## src/rtl/mdio_master_ctrl.sv

```systemverilog
// MDIO (clause 22) management master: one 64-bit read or write frame per request.
// MDC is derived from clk_rmii with CLK_DIV cycles per half-period.
module mdio_master_ctrl #(
  parameter int unsigned CLK_DIV = 10
) (
  input  logic        clk_rmii,
  input  logic        rstn,
  input  logic        req_valid,
  output logic        req_ready,
  input  logic        req_write,
  input  logic [4:0]  req_phy,
  input  logic [4:0]  req_reg,
  input  logic [15:0] req_wdata,
  output logic        rsp_valid,
  output logic [15:0] rsp_rdata,
  output logic        rsp_err,
  output logic        o_mdc,
  output logic        o_mdio,
  output logic        oe_mdio,
  input  logic        i_mdio
);

  typedef enum logic [1:0] {
    IDLE,
    SHIFT,
    DONE
  } state_t;

  localparam logic [7:0] DIV_LAST = 8'(CLK_DIV - 1);

  state_t      state;
  logic [7:0]  div_cnt;
  logic [5:0]  bit_idx;
  logic [63:0] frame;
  logic [63:0] req_frame;
  logic        wr_q;
  logic [1:0]  sync;
  logic [14:0] rd_sh;
  logic        ta_err;
  logic        ph_end;
  logic        smp;

  // read frames carry all-ones in TA/DATA so o_mdio idles high
  always_comb begin
    req_frame = {32'hFFFF_FFFF, 2'b01,
                 req_write ? 2'b01 : 2'b10,
                 req_phy, req_reg,
                 req_write ? {2'b10, req_wdata} : 18'h3FFFF};
  end

  assign ph_end = (div_cnt == DIV_LAST);
  assign smp    = ph_end & o_mdc & ~wr_q;

  always_ff @(posedge clk_rmii) begin
    if (!rstn) begin
      state     <= IDLE;
      req_ready <= 1'b1;
      rsp_valid <= 1'b0;
      rsp_rdata <= 16'h0000;
      rsp_err   <= 1'b0;
      o_mdc     <= 1'b0;
      o_mdio    <= 1'b1;
      oe_mdio   <= 1'b0;
      sync      <= 2'b00;
      div_cnt   <= 8'd0;
      bit_idx   <= 6'd0;
      frame     <= '1;
      wr_q      <= 1'b0;
      rd_sh     <= 15'h0000;
      ta_err    <= 1'b0;
    end else begin
      sync      <= {sync[0], i_mdio};
      rsp_valid <= 1'b0;
      unique case (state)
        IDLE: begin
          if (req_valid) begin
            state     <= SHIFT;
            req_ready <= 1'b0;
            div_cnt   <= 8'd0;
            bit_idx   <= 6'd0;
            wr_q      <= req_write;
            o_mdc     <= 1'b0;
            o_mdio    <= req_frame[63];
            frame     <= {req_frame[62:0], 1'b1};
            oe_mdio   <= 1'b1;
          end
        end
        SHIFT: begin
          if (smp && bit_idx == 6'd47)
            ta_err <= sync[1];
          if (smp && bit_idx >= 6'd48)
            rd_sh <= {rd_sh[13:0], sync[1]};
          if (!ph_end) begin
            div_cnt <= div_cnt + 8'd1;
          end else begin
            div_cnt <= 8'd0;
            if (!o_mdc) begin
              o_mdc <= 1'b1;
            end else if (bit_idx == 6'd63) begin
              state     <= DONE;
              o_mdc     <= 1'b0;
              oe_mdio   <= 1'b0;
              o_mdio    <= 1'b1;
              rsp_valid <= 1'b1;
              rsp_err   <= ~wr_q & ta_err;
              if (!wr_q)
                rsp_rdata <= {rd_sh, sync[1]};
            end else begin
              bit_idx <= bit_idx + 6'd1;
              o_mdc   <= 1'b0;
              o_mdio  <= frame[63];
              frame   <= {frame[62:0], 1'b1};
              oe_mdio <= wr_q | (bit_idx < 6'd45);
            end
          end
        end
        DONE: begin
          state     <= IDLE;
          req_ready <= 1'b1;
        end
        default: state <= IDLE;
      endcase
    end
  end

endmodule

```

## config.mk

```make
export PLATFORM = sky130hd
export DESIGN_NAME = mdio_master_ctrl
export DESIGN_NICKNAME = d
export VERILOG_FILES = /design/src/rtl/mdio_master_ctrl.sv
export SDC_FILE = /design/constraint.sdc
export NUM_CORES = 1
export LEC_CHECK = 0
export CAP_MARGIN = 20
export CELL_PAD_IN_SITES_DETAIL_PLACEMENT = 0
export CELL_PAD_IN_SITES_GLOBAL_PLACEMENT = 1
export CORE_MARGIN = 2
export CORE_UTILIZATION = 37
export DETAILED_ROUTE_END_ITERATION = 7
export DONT_BUFFER_PORTS = 1
export HOLD_SLACK_MARGIN = 0.08
export PLACE_DENSITY_LB_ADDON = 0.12
export SETUP_SLACK_MARGIN = 0.3
export SLEW_MARGIN = 20
export SYNTH_ARGS = -nofsm -noshare
export SYNTH_HDL_FRONTEND = slang
export SYNTH_SLANG_ARGS = --single-unit
```

## constraint.sdc

```tcl
create_clock -name clk_rmii -period 2.38 [get_ports clk_rmii]
set_clock_uncertainty 0.05 [all_clocks]
set_input_delay 0.357 -clock clk_rmii [delete_from_list [all_inputs] [get_ports clk_rmii]]
set_output_delay 0.357 -clock clk_rmii [all_outputs]
set_load 0.01 [all_outputs]
```

==> summary.md <==
| Metric | Value |
|---|---|
| Status | finished, final reports clean |
| Final hold vios | 0 |
| H-tree depth | 4 |
| Core Util, Final | a little under half |
| Ys flop type | dfxtp_1 |
| Post-Syn Nets | 652 |
| Multiplexer share of the synthesized area | 0.413% |
| Vias in the first global route | around 4300 |
| Fmax achieved | between 400 and 500 MHz |
| Max Root-Sink Buffers | 2 |
| Period utilization | between 80% and 90% |
| Slowest stage delay, CP | just under 600 ps |
| Worst Setup End Kind | flip-flop |
| Post-Synth XOR/XNOR Area | 0% |
| Largest net degree at the start of global routing | slightly below 80 |
| Largest family of logic cells by synthesized area | compound AO/OA/AOI/OAI gates |
| Synth area leader | dfxtp_1 |
| RSZ-0062 raised after global routing | yes |
| Crit Path Category | flip-flop to flip-flop |
| Post-Syn Instances | 617 |
| R2r setup slk | between 300 and 400 ps |
| Setup violations, final | 0 |
| Worst Hold Class | input port to flip-flop |
| Die Y-Extent | 122 um |
| FFs w/ async S/R, synth | 0% |
| Die Wd | around 120 um |
| Number of synthesized register bits | 120 |
| Initial detailed-routing violation count | ~320 |
| Worst path required time | 2640 ps |
| Slew Viols, Final | 0 |
| All-Layer GR Usage | a little under a fifth |
| TritonCTS Buffers | 17 |
| CORE AREA | about 14000 sq um |
| Die footprint | about 15000 sq um |
| Pwr Density | roughly 790 nW/um^2 |
| Area share of fa/ha/maj cells after synthesis | 0.971% |
| Antenna cell count | 0 |
| Area Growth Syn to Fin | 20.6% |
| Slowest cell on crit path | or3b_2 |
| Post-synth EDFFs | 0 |
| Min cycle time layout | between 2000 and 2500 ps |
| Power, Total | 4.90 mW |
| Antenna Violating Nets Remaining | 0 |
| Critical path peak fanout | 7 |
| Fin nets | 649 |
| Top Ports | 53 |
| Max-cap viol count | 0 |
| Worst-path clk slew | about 50 ps |
| CP bufs+invs | 1 |
| Rel. slew slack | 66.4% |
| Levels on crit path | 5 |
| Seq/Total Area, Yosys | 46.6% |
| Clk root buf | clkbuf_16 |
| Syn Std Cell Area | a little over 5000 sq um |
| Hold WS | around 120 ps |
| Compound-Gate Fraction of Synth Area | between 20 and 30% |
| Site Rows | 43 |
| Synth cell types | 57 |
| Grt total ovfl | 0 |
| DR vias | between 4000 and 5000 |
| Synth Area in Simple Gates | between 15 and 20% |
| Area share of the largest cell type after synthesis | roughly 47% |
| Top cells by area, synth | dfxtp_1, o21ai_0, a21oi_1 |
| Hold path startpoint | req_phy[1] |
| Peak supply drop | approximately 0.45 mV |
| Critical Path Start | div_cnt[3] |
| Worst-Margin Slew | approximately 500 ps |
| Initial antenna violation count | 0 |
| CTS tree | done |
| Post-DP HPWL | slightly below 8000 um |
| Routed vias/inst | ~5.7 |
| CP top delay family | simple AND/OR/NAND/NOR gates |
| WL per Instance | ~17 um |
| Ys Warns | 0 |
| Most common cell in the synthesized netlist | dfxtp_1 |
| Total detailed-routing wirelength | roughly 14000 um |
| Fin Setup TNS | 0 ps |
| Share of post-route cells with drive strength above 1 | between 10 and 15% |
| Drt first pass iters | 4 |
| Setup crit end | frame[24] |
| Gpl congestion | roughly 0.8 |
| Worst-skew pair later-pin latency | ~410 ps |
| Global-route wire length before repair | approximately 21000 um |
| Port Buf Inserts | 0 |
| Register-to-Register Path Depth | 5 |
| Initial Utilization | about 38% |
| RR Endpoint | frame[24] |
| Crit path cell chain | or3b_2 > o21ai_4 > buf_4 > nand2_2 > o311ai_1 |
| CP arrival | 2280 ps |
| FF-to-FF Start | div_cnt[3] |
| Post-synth top cells | dfxtp_1, o21ai_0, a21oi_1 |
| Leakage power | approximately 2.1 nW |
| Mapped Avg Cell Area | approximately 8.4 sq um |
| DRC | 0 |
| Startpoint type of the worst setup path | flip-flop |
| Clock net sink count | 120 |
==> worst min path at each step <==
| stage | to | slack (ps) | cells past startpoint |
|---|---|---|---|
| detailed placement | sync[1] | 370 | 1 |
| finish | frame[25] | 120 | 2 |
| global route | frame[23] | 130 | 2 |
| CTS | bit_idx[2] | 90 | 2 |
| floorplan | sync[1] | 360 | 1 |
| global placement | sync[1] | 370 | 1 |
==> through the flow <==
stage               instance area [sq um]  setup WS [ps]  instances
floorplan                            5160            349        617
detailed placement                   5410            202        762
global route                         6210            279        805
global placement                     5410            215        762
finish                               6210            358        805
CTS                                  6050            319        797
==> worst register-to-register path, stage by stage (launching register included) <==
cell	delay, ps
dfxtp_1	390
or3b_2	590
o21ai_4	280
buf_4	170
nand2_2	120
o311ai_1	310
==> layout make-up <==
cell class | instances | area (sq um)
inverter | 8 | 30.0
fill | 1372 | 7500
multi-input combinational | 428 | 2570
tap | 180 | 225
sequential | 120 | 2410
timing repair buffer | 39 | 423
clock inverter | 9 | 75.1
clock buffer | 21 | 480
==> sequential cells by signal, summed over array words and instances (netlist names), 2 cells and up <==
register and flops:
bit_idx 6, div_cnt 8, frame 63, rd_sh 15, rsp_rdata 16, state 2, sync 2
==> layer usage <==
layer | share of wire [%] | vias to the layer above | wire length, um | track usage, %
li1 | - | 2276 | - | -
met1 | 50 | 2187 | 6960 | 25.0
met2 | 44 | 92 | 6110 | 27.9
met3 | 4.0 | 12 | 553 | 5.29
met4 | 1.2 | 0 | 161 | 5.60
met5 | 0 | - | 0 | 0
==> cells in the final DEF, fill, tap and decap left out, types with 9 or more instances in the layout <==
master,synthesis,final
dfxtp_1,120,117
clkbuf_16,0,18
and3_1,9,9
nand2_1,10,10
nand3_1,39,38
nor2_1,33,33
o21ai_0,113,113
nor3_1,38,36
a21oi_1,77,76
o311ai_1,11,11
nand3b_1,17,17
buf_4,1,21
o211ai_1,22,22
==> cell families after synthesis <==
| family | Yosys count |
|---|---|
| compound gates | 251 |
| fa+ha+maj | 4 |
| buf+inv | 70 |
| flops | 120 |
| mux | 2 |
| simple gates | 170 |
==> power breakdown <==
group | internal [mW] | switching (mW)
clock | 1.52 | 0.864
combinational | 0.155 | 0.254
sequential | 2.07 | 0.0358
==> repair_timing <==
action	4_1_cts	5_1_grt
resized for setup	4	23
hold endpoints to repair	77	0
pin swaps	1	3
gates cloned	0	4
hold buffers	5	0
setup buffers	0	4
endpoints found under the setup margin	43	73
(Power assumes the default switching activity.)
